`src/rtl/dspmod_tgt_sched.sv`:
```
// Round-robin target scheduler for the MASH modulator; applies goals on frame ticks.
// Optional DSPMOD_TGT_PREEMPT_EN lets req0 replace the goal during a ramp.
module dspmod_tgt_sched #(
  parameter int          FRAME_LEN    = 64,
  parameter logic [31:0] RESET_TARGET = 32'h0000_0000
) (
  input  logic        clk,
  input  logic        rst,
  input  logic        req0_valid,
  input  logic [31:0] req0_target,
  output logic        req0_ready,
  input  logic        req1_valid,
  input  logic [31:0] req1_target,
  output logic        req1_ready,
  input  logic [31:0] step,
  output logic [31:0] target,
  output logic        frame_tick,
  output logic        busy,
  output logic        grant_id
);

  typedef enum logic {IDLE, RAMP} state_t;

  localparam logic [16:0] LAST = 17'(FRAME_LEN - 1);

  state_t      state;
  logic [16:0] cnt;
  logic [16:0] cnt_nxt;
  logic [31:0] goal;
  logic        up;
  logic [32:0] diff;
  logic        done;

  assign busy    = (state == RAMP);
  assign cnt_nxt = (cnt == LAST) ? 17'd0 : cnt + 17'd1;
  assign up      = goal > target;
  assign diff    = up ? ({1'b0, goal} - {1'b0, target})
                      : ({1'b0, target} - {1'b0, goal});
  assign done    = (step == 32'd0) || (diff <= {1'b0, step});

  // The loser of the last contest wins a tie.
  always_comb begin
    req0_ready = 1'b0;
    req1_ready = 1'b0;
    if (!rst) begin
      if (state == IDLE) begin
        req0_ready = req0_valid && (!req1_valid || grant_id);
        req1_ready = req1_valid && (!req0_valid || !grant_id);
      end
`ifdef DSPMOD_TGT_PREEMPT_EN
      else begin
        req0_ready = req0_valid;
      end
`endif
    end
  end

  always_ff @(posedge clk or posedge rst) begin
    if (rst) begin
      state      <= IDLE;
      cnt        <= 17'd0;
      frame_tick <= 1'b0;
      target     <= RESET_TARGET;
      goal       <= RESET_TARGET;
      grant_id   <= 1'b1;
    end else begin
      cnt        <= cnt_nxt;
      frame_tick <= (cnt_nxt == LAST);
      case (state)
        IDLE: begin
          if (req0_ready || req1_ready) begin
            goal     <= req0_ready ? req0_target : req1_target;
            grant_id <= req1_ready;
            state    <= RAMP;
          end
        end
        RAMP: begin
          if (frame_tick) begin
            if (done) begin
              target <= goal;
              state  <= IDLE;
            end else if (up) begin
              target <= target + step;
            end else begin
              target <= target - step;
            end
          end
          // A preempting goal only takes effect from the next tick.
          if (req0_ready) begin
            goal     <= req0_target;
            grant_id <= 1'b0;
            state    <= RAMP;
          end
        end
      endcase
    end
  end

endmodule

```
`config.mk`:
```
export PLATFORM = sky130hd
export DESIGN_NAME = dspmod_tgt_sched
export DESIGN_NICKNAME = d
export VERILOG_FILES = /design/src/rtl/dspmod_tgt_sched.sv
export SDC_FILE = /design/constraint.sdc
export NUM_CORES = 1
export LEC_CHECK = 0
export ABC_AREA = 1
export CAP_MARGIN = 10
export CORE_ASPECT_RATIO = 0.9
export CORE_MARGIN = 4
export CORE_UTILIZATION = 45
export CTS_BUF_LIST = sky130_fd_sc_hd__clkbuf_4
export CTS_CLUSTER_SIZE = 24
export DETAILED_ROUTE_END_ITERATION = 6
export PLACE_DENSITY_LB_ADDON = 0.25
export SKIP_CTS_REPAIR_TIMING = 1
export SLEW_MARGIN = 25
export SYNTH_ARGS = -nofsm -noshare
export SYNTH_HDL_FRONTEND = slang
export SYNTH_SLANG_ARGS = --single-unit
```
`constraint.sdc`:
```
create_clock -name clk -period 10.75 [get_ports clk]
set_input_delay 1.075 -clock clk [delete_from_list [all_inputs] [get_ports clk]]
set_output_delay 1.075 -clock clk [all_outputs]
set_load 0.03 [all_outputs]
```
== After elaboration in Yosys (flattened, before gate mapping) ==
Cells that the tools add are included.
Word-level totals
  bits of input ports: 100
  word-level logic and storage cells: 50
  flip-flop bits (word level): 84
Operators by class
  $add $sub $neg: 5
  reductions and logical operators: 12
  mux-type cells: 20
  order comparisons: 2
  bitwise gates (word level): 1
  eq/ne operators: 4
Operator list (count)
  32-bit 2-to-1 mux: 5
  32-bit by 32-bit subtractor with 33-bit output: 2
  32-bit case mux with 2 select lines: 1
  17-bit by 6-bit equality test with 1-bit output (second input constant): 2
  33-bit by 32-bit <= comparator with 1-bit output: 1
  33-bit 2-to-1 mux: 1
  32-bit adder: 1
  32-bit greater-than comparator: 1
  32-bit logical NOT: 1
  32-bit subtractor: 1
  17-bit by 1-bit adder with 17-bit output (second input constant): 1
  17-bit 2-to-1 mux: 1
  1-bit 2-to-1 mux: 10
  1-bit logical OR: 4
  1-bit case mux with 2 select lines: 2
  2-bit AND reduction: 2
  1-bit logical NOT: 3
  1-bit logical AND: 2
  2-bit by 1-bit inequality test with 1-bit output (second input constant): 1
  2-bit inequality test (second input constant): 1
  1-bit inverter: 1

== Depth between registers and ports, before layout ==
Gate-level depths: netlist of run 1.
  depth in word-level cells: 8
  mapped depth: 42
  mapped depth without buffers: 40

== Least setup slack after synthesis of run 1 ==
OpenSTA, ideal clock, no wires.
  path kind: input to output
  from: in rst
  to: out req0_ready
  path slack: 5.668 ns
  data arrival time: 4.007 ns
  data required time: 9.675 ns
  cell stages on the path: 3
  cells stage by stage: inv_1 o211ai_1 nor2_1
Between the ends
  cells in the longest elaborated chain, start to end: 1
RTL lines
  start, declared: line 8  | input logic rst,
  1-bit 2-to-1 mux: line 45  | if (!rst) begin
  end, declared: line 11  | output logic req0_ready,
Every way passes these cells.

== Final worst setup path of run 1 ==
  from: reg target[17]
  to: reg target[19]
Between the ends
  cells in the longest elaborated chain, start to end: 5
  elaborated cells between the ends (all ways): 10
  those cells by class: add/sub: 4; order compare: 2; mux: 3; reduce/logical: 1
RTL lines
  start, declared: line 16  | output logic [31:0] target,
  start signal, assigned: line 80  | target <= goal;
  start signal, assigned: line 83  | target <= target + step;
  start signal, assigned: line 85  | target <= target - step;
  32-bit by 32-bit subtractor with 33-bit output (tied with other cells): line 38  | : ({1'b0, target} - {1'b0, goal});
  33-bit 2-to-1 mux: line 37  | assign diff = up ? ({1'b0, goal} - {1'b0, target})
  33-bit by 32-bit <= comparator with 1-bit output: line 39  | assign done = (step == 32'd0) || (diff <= {1'b0, step});
  1-bit logical OR: line 39
  32-bit 2-to-1 mux *: line 79  | if (done) begin
Every way passes the cells marked *; elsewhere a longest branch is shown, timed or not.
A chain may end at the register's enable or synchronous reset.

==> flow_metrics.py, run 1 <==
metrics = {
    "run_status": {
        "status": "finished, final reports clean",
    },
    "clock_network": {
        "clock_sinks": 84,
        "clk_latency_ns": 0.49,
        "cts_tree": "done",
        "htreeDepth": 3,
        "clockRootBuffer": "clkbuf_4",
        "clock_path_buffers": 2,
        "numCtsBuffers": 9,
        "clk_pin_slew_worst_paths_ns": 0.13,
    },
    "routing": {
        "drt_wl_total_mm": 37.65,
        "drcViolationCount": 0,
        "ant_nets": 0,
        "via_count": 11670,
        "vias_per_cell": 5.386,
        "drt_iter0_drc": 989,
        "wl_per_cell_um": 17.38,
        "firstDrtPassIters": 6,
    },
    "critical_path": {
        "crit_fanout": 63,
        "critPathCaptureType": "register",
        "r2r_cells": 35,
        "timing.rr.end": "target[19]",
        "crit_slowest_cell": "nand2_4",
        "crit_top_cell": "nand2_1",
        "critPathTopFamily": "simple AND/OR/NAND/NOR gates",
        "worst_path_largest_cell_delay_ns": 0.59,
        "r2r_slack_ns": 4.18,
        "startpoint": "target[17]",
        "worstSetupPathDepth": 35,
        "cp-start-kind": "register",
        "required_ns": 11.16,
        "r2r_start": "target[17]",
        "cp.arrival_ns": 6.97,
        "criticalPathCategory": "register to register",
        "path_buf_inv": 6,
        "crit_end": "target[19]",
    },
    "timing": {
        "drv_slew": 0,
        "setup_tns_ns": 0,
        "min_period_over_period_pct": 61.08,
        "tightest_slew_ns": 1.043,
        "finalHoldViolations": 0,
        "skew_ns": 0.03333,
        "timing.slew.headroom_pct": 30.03,
        "setup_viol": 0,
        "fmaxAchievable_ghz": 0.1523,
        "rsz0062_at_grt": "no",
        "post-route-min-period_ns": 6.566,
    },
    "synth": {
        "synth.top_cells.by_area": "dfrtp_1, ha_1, nand2_1",
        "synth_edf_count": 0,
        "synth_cells": 1740,
        "synth_cell_types": 48,
        "synth_top_area_cell": "dfrtp_1",
        "synthSimpleGateAreaFrac_pct": 28.91,
        "synth_xor_area_share_pct": 7.533,
        "yosysWarningCount": 0,
        "synthMuxAreaShare_pct": 0.5437,
        "async_flop_share_pct": 100.0,
        "synth_area_sq_mm": 0.01105,
        "synth_flop_cell": "dfrtp_1",
        "avgSynthCellArea_sq_um": 6.348,
        "ys_seq_area_share_pct": 19.04,
        "synthAdderAreaFrac_pct": 15.16,
        "synth_top_area_share_pct": 18.80,
        "synth_top_family_by_area": "simple AND/OR/NAND/NOR gates",
        "synth_compound_area_share_pct": 17.18,
        "synth_seq_cells": 84,
        "syn_nets": 1972,
    },
    "power": {
        "ir_drop_uv": 123.8,
        "total_power_mw": 2.571,
        "leakage_nw": 6.564,
        "power.density_mw_per_mm2": 201.6,
    },
    "final_layout": {
        "nets": 2084,
        "synthToLayoutAreaGrowth_pct": 15.44,
        "fill_cells": 2516,
        "final_core_util_pct": 52.72,
        "layout-drive-gt1-share_pct": 2.585,
        "fin_area_sq_mm": 0.01275,
    },
    "floorplanning": {
        "die_w_um": 173.1,
        "dieHeight_um": 156.6,
        "coreArea_sq_mm": 0.02419,
        "initial_utilization_pct": 45.67,
        "io_pins": 137,
        "dieArea_sq_mm": 0.02712,
        "fp-row-count": 54,
    },
    "global_routing": {
        "grt_max_degree": 65,
        "grt_pass1_wl_mm": 59.16,
        "overflow": 0,
        "grt_usage_pct": 27.27,
        "antenna_found_initial": 1,
        "first_global_vias": 11130,
    },
    "placed_design": {
        "portBuffers": 136,
        "gp_congestion": 0.9655,
        "dp_hpwl_mm": 31.29,
        "place_area_sq_mm": 0.01262,
    },
    "flow_run": {
        "cap_violations": 0,
    },
    "min_path": {
        "worstHoldPathType": "register to register",
    },
}
==> routing by layer <==
metal	GRT usage, %	vias up	part of all wire [%]
met1	40.86	5303	49
met3	5.048	41	8.6
li1	-	5884	-
met4	8.169	0	2.4
met2	39.84	437	40
met5	0	-	0
==> cell usage in the layout (no fill, tap or decap), drive strengths merged, types with 25 or more instances in the layout <==
cell,netlist,routed
nand3,135,135
dfrtp,83,83
inv,286,286
a31oi,45,45
ha,129,129
clkdlybuf4s50,0,136
xor2,70,70
a21oi,130,130
o21ai,103,103
nor2,187,187
nand2,395,395
xnor2,25,25
==> worst register-to-register path, delay by kind of cell (launching register included) <==
kind | cells | cell delay (ns)
AOI/OAI and AO/OA | 1 | 0.34
xor gates and xnor gates | 1 | 0.21
adders and majority gates | 2 | 0.72
buffers and inverters | 6 | 0.88
DFF | 1 | 0.51
and+or+nand+nor | 25 | 3.88
==> state kept, by name (all words and copies together), names as in the netlist <==
register,cells
busy,1
grant_id,1
cnt,17
goal,32
frame_tick,1
target,32
==> metrics by stage <==
step	hold WS, ns	setup slack (ns)	cells
6_report	0.4928	4.184	2166
5_1_grt	0.5386	3.696	2166
4_1_cts	0.4961	4.315	2165
3_5_place_dp	0.4798	4.375	2149
3_3_place_gp	0.4740	4.406	2149
2_1_floorplan	0.4665	5.668	1740
==> worst min-delay path by stage <==
stage               cells past startpoint       end     start  slack (ns)
floorplan                               1   cnt[16]   cnt[16]        0.47
finish                                  2  grant_id  grant_id        0.49
detailed placement                      2  grant_id  grant_id        0.48
global route                            1    cnt[2]    cnt[2]        0.54
CTS                                     2  grant_id  grant_id        0.50
global placement                        2  grant_id  grant_id        0.47
==> power by group <==
part           total [mW]  switching (mW)  internal [mW]
sequential          0.485           0.106          0.379
clock               0.174           0.122         0.0520
combinational        1.91            1.25          0.658
total                2.57            1.48           1.09
==> cells by family (layout without fill, tap and decap cells) <==
logic type | count (synthesis) | after routing
multiplexers | 6 | 6
AND/OR/NAND/NOR | 762 | 762
AO/OA/AOI/OAI | 335 | 335
buffers and inverters | 326 | 443
XOR/XNOR | 95 | 95
other | 0 | 1
adder cells (fa/ha/maj) | 132 | 132
flip-flops | 84 | 84
==> cell type report <==
cell class	count	area (sq um)	share of cell area, %
diodes	1	2.502	0.01963
clock buffers	10	75.07	0.5888
clock inverters	6	47.55	0.3729
inverters	287	1079	8.458
multi-input cells	1330	7667	60.13
flip-flops and latches	84	2103	16.49
well taps	308	385.4	3.022
repair buffers	140	1391	10.91
==> synth_stat cells, types with 4 or more instances <==
cell type	instances
nor2_1	183
ha_1	129
inv_2	8
nand3_1	134
mux2i_1	6
a21boi_0	9
buf_2	10
buf_6	5
o21ai_1	7
nand2_1	391
o21a_1	4
nor3_1	19
xor2_1	70
inv_1	278
clkbuf_1	18
o211ai_1	8
a21oi_1	130
a21o_1	9
nor4_1	6
dfrtp_1	83
a31oi_1	45
o21ai_0	95
o21bai_1	12
nand4_1	13
o2111ai_1	4
xnor2_1	25
Note: power is estimated with default switching activity, not from simulation.
==> run 2: changes to the inputs <==
Clock period 10.75 ns to 5.41 ns, I/O delays scaled along.
==> flow_metrics.py, run 2 (synthesis results as in run 1) <==
metrics = {
    "run_status": {
        "status": "finished, final reports clean",
    },
    "global_routing": {
        "grt_usage_pct": 29.10,
        "antenna_found_initial": 1,
        "grt_pass1_wl_mm": 62.57,
        "grt_max_degree": 65,
        "top_usage_layer": "met1",
        "use_met2_pct": 43.03,
        "first_global_vias": 11650,
        "gr-usage-met1_pct": 43.18,
        "overflow": 0,
        "use_met3_pct": 6.329,
    },
    "placed_design": {
        "placedCellCount": 2212,
        "place_area_sq_mm": 0.01315,
        "dp_hpwl_mm": 33.85,
        "portBuffers": 136,
        "gp_congestion": 1.027,
    },
    "timing": {
        "tightest_slew_ns": 0.9933,
        "fmaxAchievable_ghz": 0.1954,
        "timing.slew.headroom_pct": 33.71,
        "post-route-min-period_ns": 5.118,
        "skew_ns": 0.04925,
        "setup_tns_ns": 0,
        "rsz0062_at_grt": "no",
        "finalHoldViolations": 0,
        "setup_viol": 0,
        "min_period_over_period_pct": 94.59,
        "drv_slew": 0,
    },
    "final_layout": {
        "final_common_cell": "nand2_1",
        "fill_cells": 2450,
        "fin_area_sq_mm": 0.01346,
        "synthToLayoutAreaGrowth_pct": 21.82,
        "regArea_sq_mm": 0.002115,
        "fin_cells": 2238,
        "multi_input_area_sq_mm": 0.007702,
        "layout-drive-gt1-share_pct": 7.206,
        "nets": 2156,
        "reg_top3": "goal (32), target (32), cnt (17)",
        "mostFrequentLayoutCells": "nand2_1, inv_1, nor2_1, clkdlybuf4s50_1, nand3_1",
    },
    "clock_network": {
        "clk_pin_slew_worst_paths_ns": 0.20,
        "htreeDepth": 3,
        "numCtsBuffers": 9,
        "clock_path_buffers": 2,
        "clock_sinks": 84,
        "clk_latency_ns": 0.52,
        "cts_tree": "done",
        "clockRootBuffer": "clkbuf_4",
    },
    "power": {
        "power.density_mw_per_mm2": 433.7,
        "ir_drop_uv": 241.5,
        "p_comb_share_pct": 77.1,
        "p_int_mw": 2.569,
        "p_sw_mw": 3.266,
        "clockPowerShare_pct": 7.3,
        "leakage_nw": 6.941,
        "switching_share_pct": 55.98,
        "power_frac_seq_pct": 15.6,
    },
    "floorplanning": {
        "io_pins": 137,
        "initial_utilization_pct": 45.67,
        "die_w_um": 173.1,
        "fp-row-count": 54,
        "dieHeight_um": 156.6,
        "dieArea_sq_mm": 0.02712,
        "coreArea_sq_mm": 0.02419,
    },
    "critical_path": {
        "cp.arrival_ns": 5.49,
        "criticalPathCategory": "register to register",
        "r2r_start": "goal[21]",
        "worst_path_largest_cell_delay_ns": 0.49,
        "critPathCaptureType": "register",
        "cp-start-kind": "register",
        "r2r_cells": 28,
        "crit_top_cell": "nand2_1",
        "crit_slowest_cell": "nor4_1",
        "timing.rr.end": "busy",
        "required_ns": 5.79,
        "r2r_slack_ns": 0.29,
        "crit_fanout": 20,
    },
    "routing": {
        "firstDrtPassIters": 6,
        "wl_per_cell_um": 18.03,
        "via_count": 12280,
        "drt_iter0_drc": 1179,
        "drt_wl_total_mm": 40.35,
        "ant_nets": 0,
        "drcViolationCount": 0,
        "vias_per_cell": 5.488,
    },
    "min_path": {
        "worstHoldPathType": "input port to async pin",
    },
    "flow_run": {
        "cap_violations": 0,
    },
}
## run 2: changes by cell type in the layout (fill, tap and decap cells not counted), moves of 5 or more
cell,previous run,this run
buf_12,0,5
buf_4,4,69
dfrtp_1,83,74
dfrtp_2,0,9
ha_1,129,123
ha_2,0,6
## run 2: power by group through the flow
stage | Clock (mW) | Sequential, mW | Combinational, mW
2_1_floorplan | 0 | 0.857 | 2.78
3_3_place_gp | 0 | 0.908 | 4.29
3_5_place_dp | 0 | 0.912 | 4.31
4_1_cts | 0.439 | 0.898 | 4.34
5_1_grt | 0.460 | 0.921 | 4.95
6_report | 0.427 | 0.908 | 4.50
## run 2: worst max-delay path by stage
stage,startpoint,cells past startpoint,to,slack (ns)
floorplan,rst,8,goal[10],1.01
global placement,target[19],29,busy,0.15
detailed placement,target[19],29,busy,0.24
CTS,target[19],29,busy,0.20
global route,goal[21],37,target[31],0.004
finish,goal[21],28,busy,0.29
## run 2: stage by stage
| step | hold slack [ns] | worst slack [ns] | total power, mW | util, % |
|---|---|---|---|---|
| 3_5_place_dp | 0.4750 | 0.2445 | 5.225 | 54.38 |
| 2_1_floorplan | 0.4665 | 1.015 | 3.641 | - |
| 4_1_cts | 0.4329 | 0.2006 | 5.678 | 55.03 |
| 5_1_grt | 0.4998 | 0.004379 | 6.328 | 55.63 |
| 6_report | 0.4382 | 0.2925 | 5.835 | 55.63 |
| 3_3_place_gp | 0.4700 | 0.1484 | 5.194 | 54.38 |
## run 2: worst max-delay path: cells and delay by family (launching register included)
family          cells  cell delay [ns]
xor+xnor            1             0.34
flops               1             0.47
buf+inv             6             0.60
compound gates      2             0.39
fa+ha+maj           2             0.69
simple gates       17             2.49
## run 2: metal layers
layer | part of all wire (%) | up-vias
met5 | 0 | -
met4 | 1.9 | 0
met3 | 10 | 43
met2 | 41 | 565
met1 | 47 | 5640
li1 | - | 6034
## run 2: area by class of cell
cell class | instances | share of cell area [%]
diodes | 1 | 0.01860
clock buffers | 9 | 0.5021
clock inverters | 7 | 0.6602
inverters | 287 | 8.016
multi-input cells | 1330 | 57.24
flip-flops and latches | 84 | 15.72
well taps | 308 | 2.864
repair buffers | 212 | 14.98
==> run 3: changes to the inputs <==
Settings changed: CORE_UTILIZATION 45 to 53.
==> flow_metrics.py, run 3 (synthesis results as in run 1) <==
metrics = {
    "clock_network": {
        "clock_path_buffers": 2,
        "clock_sinks": 84,
        "htreeDepth": 3,
        "cts_tree": "done",
        "numCtsBuffers": 9,
        "clk_latency_ns": 0.49,
        "clockRootBuffer": "clkbuf_4",
        "clk_pin_slew_worst_paths_ns": 0.18,
    },
    "critical_path": {
        "critPathCaptureType": "register",
        "r2r_cells": 36,
        "r2r_slack_ns": 0.26,
        "required_ns": 5.79,
        "cp.arrival_ns": 5.52,
        "timing.rr.end": "target[8]",
        "worst_path_largest_cell_delay_ns": 0.51,
        "criticalPathCategory": "register to register",
        "cp-start-kind": "register",
        "r2r_start": "target[31]",
        "startpoint": "target[31]",
        "crit_slowest_cell": "dfrtp_1",
        "crit_top_cell": "nand2_1",
        "crit_fanout": 32,
    },
    "final_layout": {
        "reg_top3": "goal (32), target (32), cnt (17)",
        "final_core_util_pct": 64.76,
        "layout-drive-gt1-share_pct": 5.383,
        "final_common_cell": "nand2_1",
        "synthToLayoutAreaGrowth_pct": 18.61,
        "mostFrequentLayoutCells": "nand2_1, inv_1, nor2_1, clkdlybuf4s50_1, nand3_1",
        "nets": 2122,
        "fin_cells": 2151,
        "fin_area_sq_mm": 0.01310,
    },
    "global_routing": {
        "grt_usage_pct": 33.61,
        "antenna_found_initial": 1,
        "grt_pass1_wl_mm": 62.54,
        "grt_max_degree": 72,
        "overflow": 0,
        "first_global_vias": 11560,
    },
    "timing": {
        "post-route-min-period_ns": 5.149,
        "setup_viol": 0,
        "min_period_over_period_pct": 95.18,
        "drv_slew": 0,
        "fmaxAchievable_ghz": 0.1942,
        "timing.slew.headroom_pct": 37.16,
        "holdWs_ns": 0.3746,
        "finalHoldViolations": 0,
        "setup_tns_ns": 0,
        "skew_ns": 0.03095,
        "tightest_slew_ns": 0.9369,
        "rsz0062_at_grt": "yes",
    },
    "flow_run": {
        "cap_violations": 0,
    },
    "floorplanning": {
        "coreArea_sq_mm": 0.02023,
        "io_pins": 137,
        "die_w_um": 160.2,
        "dieHeight_um": 145.0,
        "dieArea_sq_mm": 0.02322,
        "initial_utilization_pct": 54.59,
        "fp-row-count": 49,
    },
    "placed_design": {
        "portBuffers": 136,
        "place_area_sq_mm": 0.01290,
        "dp_hpwl_mm": 33.17,
        "placedCellCount": 2134,
        "gp_congestion": 1.044,
    },
    "routing": {
        "drcViolationCount": 0,
        "wl_per_cell_um": 18.69,
        "via_count": 12390,
        "vias_per_cell": 5.760,
        "ant_nets": 0,
        "drt_iter0_drc": 1265,
        "drt_wl_total_mm": 40.20,
        "firstDrtPassIters": 6,
    },
    "run_status": {
        "status": "finished, final reports clean",
    },
    "min_path": {
        "worstHoldPathType": "input port to async pin",
    },
    "power": {
        "leakage_nw": 6.776,
        "power.density_mw_per_mm2": 427.3,
        "ir_drop_uv": 361.0,
    },
}
run 3: cell types whose count changed in the layout (fill, tap and decap cells not counted), moves of 2 or more:
cell and change:
dfrtp_1 +4, clkinv_4 +2, dfrtp_2 -4, buf_4 -33, ha_1 +3, ha_2 -3
run 3: per-stage QoR:
stage,power [mW],setup WS [ns]
after floorplan,3.641,1.015
after global placement,4.991,0.3347
after detailed placement,5.026,0.3259
after CTS,5.446,0.2524
after global routing,6.067,-0.03934
final,5.598,0.2608
run 3: layer usage:
metal / vias to the layer above / track usage (%) / part of all wire (%)
met5: - / 0 / 0
met4: 0 / 6.667 / 1.9
met3: 63 / 7.941 / 12
met2: 617 / 49.19 / 41
met1: 5739 / 50.64 / 45
li1: 5971 / - / -
run 3: final cells by class:
type	instances	area [sq um]
multi-input cells	1330	7702
well taps	255	319.1
diodes	1	2.502
inverters	287	1081
clock inverters	7	76.32
flip-flops and latches	84	2110
fillers	1923	7131
clock buffers	9	67.56
repair buffers	178	1743
run 3: report_power, final:
part | leakage, nW | internal [mW] | switching (mW)
Combinational | 5.81 | 1.49 | 2.81
Sequential | 0.891 | 0.754 | 0.145
Clock | 0.0792 | 0.111 | 0.286
Total | 6.78 | 2.36 | 3.24
run 3: worst max path at each step:
| stage | endpoint | depth (start not counted) |
|---|---|---|
| 2_1_floorplan | goal[10] | 8 |
| 3_3_place_gp | target[16] | 26 |
| 3_5_place_dp | target[16] | 26 |
| 4_1_cts | target[16] | 26 |
| 5_1_grt | target[8] | 38 |
| 6_report | target[8] | 36 |
run 3: critical path, delay by kind of cell (launching register included):
| kind | cells | cell delay, ns |
|---|---|---|
| simple gates | 27 | 2.72 |
| buf+inv | 5 | 0.65 |
| xor+xnor | 1 | 0.35 |
| flops | 1 | 0.51 |
| compound gates | 1 | 0.11 |
| fa+ha+maj | 2 | 0.66 |
